File: src/rtl/sram_req_arbiter_pkg.sv
// Shared constants and types for the instruction/data SRAM request arbiter.
package sram_req_arbiter_pkg;

    localparam logic [1:0] SRAM_SIZE_B = 2'd0;
    localparam logic [1:0] SRAM_SIZE_H = 2'd1;
    localparam logic [1:0] SRAM_SIZE_W = 2'd2;

    localparam logic REQ_ID_INST = 1'b0;
    localparam logic REQ_ID_DATA = 1'b1;

    typedef enum logic [1:0] {
        ARB_IDLE   = 2'd0,
        ARB_LOCK_I = 2'd1,
        ARB_LOCK_D = 2'd2
    } arb_state_e;

endpackage

File: src/rtl/sram_req_arbiter_if.sv
// SRAM-like request/response port; the master issues requests, the slave answers them.
interface sram_req_arbiter_if #(
    parameter int ADDR_W = 32,
    parameter int DATA_W = 32
);
    logic                  req;
    logic                  wr;
    logic [1:0]            size;
    logic [ADDR_W-1:0]     addr;
    logic [DATA_W/8-1:0]   wstrb;
    logic [DATA_W-1:0]     wdata;
    logic                  addr_ok;
    logic                  data_ok;
    logic [DATA_W-1:0]     rdata;

    modport master (
        output req, wr, size, addr, wstrb, wdata,
        input  addr_ok, data_ok, rdata
    );

    modport slave (
        input  req, wr, size, addr, wstrb, wdata,
        output addr_ok, data_ok, rdata
    );
endinterface

File: src/rtl/sram_req_arbiter_id_fifo.sv
// In-order ID FIFO with simultaneous push/pop, including push while full when a pop frees the slot.
module sync_id_fifo #(
    parameter int DEPTH = 2,
    parameter int WIDTH = 1
) (
    input  logic             clk,
    input  logic             reset,
    input  logic             push,
    input  logic [WIDTH-1:0] push_data,
    input  logic             pop,
    output logic             full,
    output logic             empty,
    output logic [WIDTH-1:0] head
);
    localparam int PTR_W = (DEPTH > 1) ? $clog2(DEPTH) : 1;
    localparam int CNT_W = $clog2(DEPTH) + 1;

    logic [WIDTH-1:0] mem_r [DEPTH];
    logic [PTR_W-1:0] wr_ptr_r;
    logic [PTR_W-1:0] rd_ptr_r;
    logic [CNT_W-1:0] cnt_r;
    logic             push_ok_s;
    logic             pop_ok_s;

    assign pop_ok_s  = pop & ~empty;
    assign push_ok_s = push & (~full | pop_ok_s);
    assign full      = (cnt_r == CNT_W'(DEPTH));
    assign empty     = (cnt_r == CNT_W'(0));
    assign head      = mem_r[rd_ptr_r];

    // Pointer and occupancy bookkeeping; pointers wrap at DEPTH-1.
    always_ff @(posedge clk) begin
        if (reset) begin
            wr_ptr_r <= PTR_W'(0);
            rd_ptr_r <= PTR_W'(0);
            cnt_r    <= CNT_W'(0);
        end else begin
            if (push_ok_s) begin
                wr_ptr_r <= (wr_ptr_r == PTR_W'(DEPTH - 1)) ? PTR_W'(0) : wr_ptr_r + PTR_W'(1);
            end
            if (pop_ok_s) begin
                rd_ptr_r <= (rd_ptr_r == PTR_W'(DEPTH - 1)) ? PTR_W'(0) : rd_ptr_r + PTR_W'(1);
            end
            case ({push_ok_s, pop_ok_s})
                2'b10:   cnt_r <= cnt_r + CNT_W'(1);
                2'b01:   cnt_r <= cnt_r - CNT_W'(1);
                default: cnt_r <= cnt_r;
            endcase
        end
    end

    // Entry storage; contents are only meaningful below the occupancy count.
    always_ff @(posedge clk) begin
        if (push_ok_s) begin
            mem_r[wr_ptr_r] <= push_data;
        end
    end

endmodule

File: src/rtl/sram_req_arbiter.sv
// Shares one SRAM-like memory port between instruction fetch and data access, routing responses in order.
module sram_req_arbiter
    import sram_req_arbiter_pkg::*;
#(
    parameter int OUTSTANDING = 2,
    parameter int ADDR_W      = 32,
    parameter int DATA_W      = 32
) (
    input  logic                clk,
    input  logic                reset,
    sram_req_arbiter_if.slave   inst_sram,
    sram_req_arbiter_if.slave   data_sram,
    sram_req_arbiter_if.master  mem
);
    arb_state_e state_r;
    arb_state_e state_next_s;
    logic       grant_data_s;
    logic       sel_req_s;
    logic       mem_req_s;
    logic       push_s;
    logic       pop_s;
    logic       block_s;
    logic       fifo_full_s;
    logic       fifo_empty_s;
    logic       fifo_head_s;

    // A response retiring in the same cycle frees the slot, so a full FIFO only blocks without a pop.
    assign pop_s   = mem.data_ok & ~fifo_empty_s;
    assign block_s = fifo_full_s & ~pop_s;

    // Grant selection: data has priority when idle, a lock pins the grant.
    always_comb begin
        grant_data_s = 1'b0;
        case (state_r)
            ARB_IDLE:   grant_data_s = data_sram.req;
            ARB_LOCK_I: grant_data_s = 1'b0;
            ARB_LOCK_D: grant_data_s = 1'b1;
            default:    grant_data_s = 1'b0;
        endcase
    end

    assign sel_req_s = grant_data_s ? data_sram.req : inst_sram.req;
    assign mem_req_s = sel_req_s & ~block_s;
    assign push_s    = mem_req_s & mem.addr_ok;

    assign mem.req   = mem_req_s;
    assign mem.wr    = grant_data_s ? data_sram.wr    : inst_sram.wr;
    assign mem.size  = grant_data_s ? data_sram.size  : inst_sram.size;
    assign mem.addr  = grant_data_s ? data_sram.addr  : inst_sram.addr;
    assign mem.wstrb = grant_data_s ? data_sram.wstrb : inst_sram.wstrb;
    assign mem.wdata = grant_data_s ? data_sram.wdata : inst_sram.wdata;

    assign inst_sram.addr_ok = push_s & ~grant_data_s;
    assign data_sram.addr_ok = push_s & grant_data_s;

    assign inst_sram.data_ok = pop_s & (fifo_head_s == REQ_ID_INST);
    assign data_sram.data_ok = pop_s & (fifo_head_s == REQ_ID_DATA);
    assign inst_sram.rdata   = mem.rdata;
    assign data_sram.rdata   = mem.rdata;

    // Next-state: lock onto a forwarded but unaccepted request, release on acceptance.
    always_comb begin
        state_next_s = state_r;
        case (state_r)
            ARB_IDLE: begin
                if (mem_req_s & ~mem.addr_ok) begin
                    state_next_s = grant_data_s ? ARB_LOCK_D : ARB_LOCK_I;
                end else begin
                    state_next_s = ARB_IDLE;
                end
            end
            ARB_LOCK_I, ARB_LOCK_D: begin
                if (push_s) begin
                    state_next_s = ARB_IDLE;
                end else begin
                    state_next_s = state_r;
                end
            end
            default: state_next_s = ARB_IDLE;
        endcase
    end

    // Grant state register.
    always_ff @(posedge clk) begin
        if (reset) begin
            state_r <= ARB_IDLE;
        end else begin
            state_r <= state_next_s;
        end
    end

    sync_id_fifo #(
        .DEPTH (OUTSTANDING),
        .WIDTH (1)
    ) u_id_fifo (
        .clk       (clk),
        .reset     (reset),
        .push      (push_s),
        .push_data (grant_data_s ? REQ_ID_DATA : REQ_ID_INST),
        .pop       (pop_s),
        .full      (fifo_full_s),
        .empty     (fifo_empty_s),
        .head      (fifo_head_s)
    );

endmodule

File: src/flat_wrapper.sv
// flat-port wrapper written by rule: the top's interface ports become plain ports
module sram_req_arbiter_flat import sram_req_arbiter_pkg::*;
#(
    parameter int OUTSTANDING = 2,
    parameter int ADDR_W      = 32,
    parameter int DATA_W      = 32
)
  (clk, reset, inst_sram_req, inst_sram_wr, inst_sram_size, inst_sram_addr, inst_sram_wstrb, inst_sram_wdata, inst_sram_addr_ok, inst_sram_data_ok, inst_sram_rdata, data_sram_req, data_sram_wr, data_sram_size, data_sram_addr, data_sram_wstrb, data_sram_wdata, data_sram_addr_ok, data_sram_data_ok, data_sram_rdata, mem_req, mem_wr, mem_size, mem_addr, mem_wstrb, mem_wdata, mem_addr_ok, mem_data_ok, mem_rdata);
  sram_req_arbiter_if #(.ADDR_W(ADDR_W), .DATA_W(DATA_W)) inst_sram_i ();
  sram_req_arbiter_if #(.ADDR_W(ADDR_W), .DATA_W(DATA_W)) data_sram_i ();
  sram_req_arbiter_if #(.ADDR_W(ADDR_W), .DATA_W(DATA_W)) mem_i ();
  input  logic clk;
  input  logic reset;
  input wire logic [$bits(inst_sram_i.req)-1:0] inst_sram_req;
  input wire logic [$bits(inst_sram_i.wr)-1:0] inst_sram_wr;
  input wire logic [$bits(inst_sram_i.size)-1:0] inst_sram_size;
  input wire logic [$bits(inst_sram_i.addr)-1:0] inst_sram_addr;
  input wire logic [$bits(inst_sram_i.wstrb)-1:0] inst_sram_wstrb;
  input wire logic [$bits(inst_sram_i.wdata)-1:0] inst_sram_wdata;
  output wire logic [$bits(inst_sram_i.addr_ok)-1:0] inst_sram_addr_ok;
  output wire logic [$bits(inst_sram_i.data_ok)-1:0] inst_sram_data_ok;
  output wire logic [$bits(inst_sram_i.rdata)-1:0] inst_sram_rdata;
  input wire logic [$bits(data_sram_i.req)-1:0] data_sram_req;
  input wire logic [$bits(data_sram_i.wr)-1:0] data_sram_wr;
  input wire logic [$bits(data_sram_i.size)-1:0] data_sram_size;
  input wire logic [$bits(data_sram_i.addr)-1:0] data_sram_addr;
  input wire logic [$bits(data_sram_i.wstrb)-1:0] data_sram_wstrb;
  input wire logic [$bits(data_sram_i.wdata)-1:0] data_sram_wdata;
  output wire logic [$bits(data_sram_i.addr_ok)-1:0] data_sram_addr_ok;
  output wire logic [$bits(data_sram_i.data_ok)-1:0] data_sram_data_ok;
  output wire logic [$bits(data_sram_i.rdata)-1:0] data_sram_rdata;
  output wire logic [$bits(mem_i.req)-1:0] mem_req;
  output wire logic [$bits(mem_i.wr)-1:0] mem_wr;
  output wire logic [$bits(mem_i.size)-1:0] mem_size;
  output wire logic [$bits(mem_i.addr)-1:0] mem_addr;
  output wire logic [$bits(mem_i.wstrb)-1:0] mem_wstrb;
  output wire logic [$bits(mem_i.wdata)-1:0] mem_wdata;
  input wire logic [$bits(mem_i.addr_ok)-1:0] mem_addr_ok;
  input wire logic [$bits(mem_i.data_ok)-1:0] mem_data_ok;
  input wire logic [$bits(mem_i.rdata)-1:0] mem_rdata;
  assign inst_sram_i.req = inst_sram_req;
  assign inst_sram_i.wr = inst_sram_wr;
  assign inst_sram_i.size = inst_sram_size;
  assign inst_sram_i.addr = inst_sram_addr;
  assign inst_sram_i.wstrb = inst_sram_wstrb;
  assign inst_sram_i.wdata = inst_sram_wdata;
  assign inst_sram_addr_ok = inst_sram_i.addr_ok;
  assign inst_sram_data_ok = inst_sram_i.data_ok;
  assign inst_sram_rdata = inst_sram_i.rdata;
  assign data_sram_i.req = data_sram_req;
  assign data_sram_i.wr = data_sram_wr;
  assign data_sram_i.size = data_sram_size;
  assign data_sram_i.addr = data_sram_addr;
  assign data_sram_i.wstrb = data_sram_wstrb;
  assign data_sram_i.wdata = data_sram_wdata;
  assign data_sram_addr_ok = data_sram_i.addr_ok;
  assign data_sram_data_ok = data_sram_i.data_ok;
  assign data_sram_rdata = data_sram_i.rdata;
  assign mem_req = mem_i.req;
  assign mem_wr = mem_i.wr;
  assign mem_size = mem_i.size;
  assign mem_addr = mem_i.addr;
  assign mem_wstrb = mem_i.wstrb;
  assign mem_wdata = mem_i.wdata;
  assign mem_i.addr_ok = mem_addr_ok;
  assign mem_i.data_ok = mem_data_ok;
  assign mem_i.rdata = mem_rdata;
  sram_req_arbiter #(.OUTSTANDING(OUTSTANDING), .ADDR_W(ADDR_W), .DATA_W(DATA_W)) u_core (.clk(clk), .reset(reset), .inst_sram(inst_sram_i), .data_sram(data_sram_i), .mem(mem_i));
endmodule
File: config.mk
export PLATFORM = sky130hd
export DESIGN_NAME = sram_req_arbiter_flat
export DESIGN_NICKNAME = d
export VERILOG_FILES = /design/src/rtl/sram_req_arbiter_pkg.sv /design/src/rtl/sram_req_arbiter_if.sv /design/src/rtl/sram_req_arbiter_id_fifo.sv /design/src/rtl/sram_req_arbiter.sv /design/src/flat_wrapper.sv
export SDC_FILE = /design/constraint.sdc
export NUM_CORES = 1
export LEC_CHECK = 0
export BUFFER_PORTS_ARGS = -buffer_cell sky130_fd_sc_hd__buf_2
export CAP_MARGIN = 20
export CORE_AREA = 4 4 124 126
export DETAILED_ROUTE_END_ITERATION = 7
export DIE_AREA = 0 0 128 130
export RECOVER_POWER = 50
export SLEW_MARGIN = 20
export SYNTH_ARGS = -nofsm -noshare
export SYNTH_HDL_FRONTEND = slang
export SYNTH_SLANG_ARGS = --single-unit
File: constraint.sdc
create_clock -name clk -period 5.9 [get_ports clk]
set_clock_uncertainty 0.2 [all_clocks]
set_input_delay 0.59 -clock clk [delete_from_list [all_inputs] [get_ports clk]]
set_output_delay 0.59 -clock clk [all_outputs]
set_load 0.01 [all_outputs]
# Word-level counts from Yosys, hierarchy flattened
# Memories as Yosys holds them, arrays and structs flattened. A register that Yosys moved wholly into a read port is not among the register bits.
# Index checks and enable logic that the tools add are counted.
[op_classes]
add_sub_neg = 4
n_eq_ne = 6
n_mux = 19
n_bitwise = 19
reduce_logical = 4
[op_table]
columns = ["operator", "count"]
rows = [
  ["$mux 32", 2],
  ["$and 1x1->1", 11],
  ["$mux 1", 9],
  ["$mux 2", 4],
  ["$pmux 2 s2", 2],
  ["$not 1->1", 7],
  ["$eq 2x2->1 const B", 3],
  ["$eq 2x1->1 const B", 2],
  ["$logic_not 2->1", 2],
  ["$mux 4", 1],
  ["$add 1x1->1 const B", 2],
  ["$add 2x1->2 const B", 1],
  ["$ne 2x1->1 const B", 1],
  ["$pmux 1 s2", 1],
  ["$reduce_bool 2->1", 1],
  ["$reduce_or 2->1", 1],
  ["$sub 2x1->2 const B", 1],
  ["$or 1x1->1", 1],
]
[totals]
regBits = 6
mem_bits_rw = 2
elab_cells = 57
mem_count = 1
[mem_list]
columns = ["memory", "depth", "width", "rd", "rd_ports_with_merged_regs", "write_ports", "line", "rtl"]
rows = [
  ["u_core.u_id_fifo.mem_r", 2, 1, 1, 1, 1, "sram_req_arbiter_id_fifo.sv:18", "logic [WIDTH-1:0] mem_r [DEPTH];"],
]

# Logic depth before layout (Yosys ltp)
[depth]
ltp_word = 11
ltp_mapped = 10
ltp_nobuf = 10

# Cells and area by module
# A second synthesis with hierarchy kept.
[hier_totals]
cells_unflattened = 199
area_unflattened_um2 = 1873.0
[modules_own_cells]
columns = ["mod", "instances", "cells_per_inst", "area_each_um2", "seq_area_each_um2"]
rows = [
  ["sram_req_arbiter", 1, 169, 1549.0, 40.0],
  ["sync_id_fifo", 1, 30, 324.1, 160.2],
]

# Worst setup path before layout
# No wires, ideal clock.
[synth_path]
path_kind = "input-to-reg"
from = "in mem_data_ok"
to = "reg u_core.u_id_fifo.cnt_r[1]"
arrival_time_ns = 1.943
path_slack_ns = 3.687
cell_stages = 7
path_buffers = 0
cell_sequence = "or3b_4 -> nand2_2 -> nor2_2 -> inv_1 -> ha_1 -> or3_1 -> a21oi_1"
[synth_via]
elab_chain_cells = 9
elab_cells_between_ends = 13
classes_between = "eq/ne (2); mux (1); bitwise (9); reduce/logical (1)"
[synth_rtl]
columns = ["item", "line", "rtl"]
rows = [
  ["start, declared", "flat_wrapper.sv:39", "input wire logic [$bits(mem_i.data_ok)-1:0] mem_data_ok;"],
  ["$and 1x1->1 (*)", "sram_req_arbiter.sv:28", "assign pop_s = mem.data_ok & ~fifo_empty_s;"],
  ["$not 1->1", "sram_req_arbiter.sv:29", "assign block_s = fifo_full_s & ~pop_s;"],
  ["$and 1x1->1", "sram_req_arbiter.sv:29", ""],
  ["$not 1->1", "sram_req_arbiter.sv:43", "assign mem_req_s = sel_req_s & ~block_s;"],
  ["$and 1x1->1", "sram_req_arbiter.sv:43", ""],
  ["$and 1x1->1", "sram_req_arbiter.sv:44", "assign push_s = mem_req_s & mem.addr_ok;"],
  ["$and 1x1->1", "sram_req_arbiter_id_fifo.sv:26", "assign push_ok_s = push & (~full | pop_ok_s);"],
  ["$eq 2x1->1 / $eq 2x2->1 (equally long branches)", "sram_req_arbiter_id_fifo.sv:44", "case ({push_ok_s, pop_ok_s})"],
  ["$pmux 2 s2 / $reduce_bool 2->1 (equally long branches)", "-", ""],
  ["end signal, assigned", "sram_req_arbiter_id_fifo.sv:45", "2'b10: cnt_r <= cnt_r + CNT_W'(1);"],
  ["end signal, assigned", "sram_req_arbiter_id_fifo.sv:46", "2'b01: cnt_r <= cnt_r - CNT_W'(1);"],
  ["end signal, assigned", "sram_req_arbiter_id_fifo.sv:47", "default: cnt_r <= cnt_r;"],
  ["end, declared", "sram_req_arbiter_id_fifo.sv:21", "logic [CNT_W-1:0] cnt_r;"],
]
# Mark *: on every way between the ends. The rest lies on a longest branch, timed or not.
# A chain may end at the register's enable or synchronous reset.

# Final worst setup path
[layout_path]
from = "reg u_core.state_r[0]"
to = "out mem_wdata[6]"
[layout_via]
elab_chain_cells = 3
elab_cells_between_ends = 4
classes_between = "eq/ne (1); mux (2); reduce/logical (1)"
[layout_rtl]
columns = ["item", "line", "rtl"]
rows = [
  ["start, declared", "sram_req_arbiter.sv:15", "arb_state_e state_r;"],
  ["start signal, assigned", "sram_req_arbiter.sv:88", "state_r <= state_next_s;"],
  ["$eq 2x2->1 / $logic_not 2->1 (equally long branches)", "sram_req_arbiter.sv:34", "case (state_r)"],
  ["$pmux 1 s2 (*)", "sram_req_arbiter.sv:34", ""],
  ["$mux 32 (*)", "sram_req_arbiter.sv:51", "assign mem.wdata = grant_data_s ? data_sram.wdata : inst_sram.wdata;"],
  ["end, declared", "flat_wrapper.sv:37", "output wire logic [$bits(mem_i.wdata)-1:0] mem_wdata;"],
]
# Marks and branches as above.

==> reports/metrics.cfg <==
[critical_path]
cp_top_family = buffers and inverters
cp_cell_sequence = inv_1 > ha_1 > a21oi_4 > inv_1 > buf_4 > nand2_1 > nand2_1 > buf_2
critPathKind = reg2out
start_kind = flop
cp.buffers_inverters = 4
cp_data_arrival_time_ns = 2.53
cp-end-kind = primary output
max_stage_delay_ns = 0.69
cp.required_ns = 5.11
cp_max_fo = 72
cpMaxStageDelayCell = a21oi_4

[grt]
grt_pass1_vias = 2157
overflow = 0
grt_max_degree = 73
antenna_found_initial = 0
grt_pass1_wl_mm = 9.846
track_usage = 0.07275

[drt]
drt-vias-per-instance = 3.613
drt_iter0_drc = 52
ant_nets = 0
wl_per_cell_um = 10.69
drtPass1Iterations = 4
route.vias.total = 2446
wl_mm = 7.240
drc = 0

[power_and_ir_drop]
powerDensity_nw_per_um2 = 201.3
p_leak_uw = 0.001753
ir_drop_mv = 0.1329

[yosys]
yosysTopAreaCellShare = 0.4456
synthesis.area_um2 = 1828
syn-num-nets = 527
ys_warn_count = 0
synth_edf_count = 2
synthTopCellsByCount = 217 x nand2_1, 64 x buf_4, 8 x buf_2, 8 x clkbuf_1
synth_ff_type = dfxtp_1
yosysSeqAreaShare = 0.1095
synth.distinct_cells = 27
syn_area_per_cell_um2 = 5.314
synth_area_leaders = nand2_1 45%, buf_4 26%, dfxtp_1 7.7%
synthArstFlopShare = 0
yosysTopAreaCell = nand2_1
syn_inst = 344
ys_ff_latch = 9
yosysMostFrequentCell = nand2_1

[sta]
whs_ns = 0.2693
fin_crit_sh = 0.5629
slew_headroom = 0.4318
setup_viol = 0
drv_slew = 0
tightest_slew_ns = 0.8504
maxClockFrequency_ghz = 0.3011
period_minus_slack_ns = 3.321
rsz0062_at_grt = no
finalHoldViolCount = 0
setup-tns-final_ns = 0

[cts]
cts_buffers = 3
cts_sinks = 9
htree_levels = 1
insertion_delay_ns = 0.23
cts_root_buf = clkbuf_16
path_clk_slew_ns = 0.04
clockBufferDepth = 2
cts_tree = yes
cts_hold_buf = 0
cts_resized = 0
cts_setup_buffers = 0

[placement]
dp_hpwl_mm = 6.059
gp_congestion = 0.6798
portBuffers = 223

[floorplan]
io_pins = 320
start_util = 0.1277
die_x_um = 128
die_h_um = 130
die_area_um2 = 16640
fp-row-count = 44
core_area_um2 = 14310

[flow_run]
maxCapViolations = 0

[finish]
nets = 677
layout-drive-gt1-share = 0.4665
area_growth_pct = 48.19
insertedDiodeCount = 0
nFillCells = 1666
multi_input_area_um2 = 1052
seq_area_um2 = 200.2

[status]
status = finished clean

[min_path]
hold_path.class = reg2reg

## worst min-delay path, cell delays in order (launching register included)
cell,delay [ns]
dfxtp_1,0.30
nand2_1,0.05
o32ai_1,0.06
## logic make-up after synthesis
family                   count (synthesis)  share of synthesized area
AO/OA/AOI/OAI                            9                    0.03970
XOR/XNOR                                 3                    0.01438
adder cells (fa/ha/maj)                  3                    0.02054
buffers and inverters                   85                     0.3114
flip-flops                               9                     0.1095
multiplexers                             1                   0.005476
AND/OR/NAND/NOR                        234                     0.4990
## through the flow
step	util	total power (uW)	instance area, um^2	cells	setup WS (ns)
6_report	0.1892	545.2	2709	677	2.579
5_1_grt	0.1892	594.9	2709	677	2.204
4_1_cts	0.1904	559.8	2725	677	2.524
3_5_place_dp	0.1849	434.6	2646	673	2.694
3_3_place_gp	0.1849	433.0	2646	673	2.718
2_1_floorplan	-	326.5	1828	344	3.687
## where the power goes
group / internal [uW] / total (uW) / switching (uW) / leakage, uW
clock: 90.4 / 121 / 30.5 / 0.0000382
sequential: 77.4 / 85.9 / 8.46 / 0.0000758
combinational: 145 / 338 / 193 / 0.00164
## final timing paths
path	from	end	slack [ns]	cells past startpoint
worst min register to register	u_core.state_r[0]$_SDFFE_PP0P_	u_core.state_r[0]$_SDFFE_PP0P_	0.27	2
worst max register to register	u_core.state_r[0]$_SDFFE_PP0P_	u_core.u_id_fifo.cnt_r[1]$_SDFFE_PP0P_	2.73	9
worst min-delay path	u_core.state_r[0]$_SDFFE_PP0P_	u_core.state_r[0]$_SDFFE_PP0P_	0.27	2
worst max-delay path	u_core.state_r[0]$_SDFFE_PP0P_	mem_wdata[6]	2.58	8
## per-layer routing
| metal | global-route usage | routed length (um) |
|---|---|---|
| met1 | 0.08139 | 2578 |
| met5 | 0 | 0 |
| met3 | 0.02783 | 1127 |
| met4 | 0.03433 | 299 |
| met2 | 0.1223 | 3234 |
## layout make-up
cell class                 count  share of cell area
clock buffer                   4             0.02910
timing repair buffer         225              0.4166
sequential                     9             0.07390
inverter                       5            0.006928
tap                          184             0.08499
multi-input combinational    250              0.3885
## layout by cell type, fill, tap and decap left out
cell and count:
buf_2 221, nand2_1 217, nor2_1 8, dfxtp_1 7, inv_1 5, o21ai_0 3, nor2b_1 3, ha_1 3
clkbuf_16 3, clkbuf_1 3, xor2_1 2, o32ai_1 2, buf_4 2, edfxtp_1 2, a21oi_4 1, a21boi_0 1
or3b_4 1, nand2_2 1, mux2i_1 1, and2_2 1, nor4_1 1, a21o_1 1, xnor2_1 1, or3_1 1
a21oi_1 1, nor4b_1 1
Power figures use the tool's default switching activity.
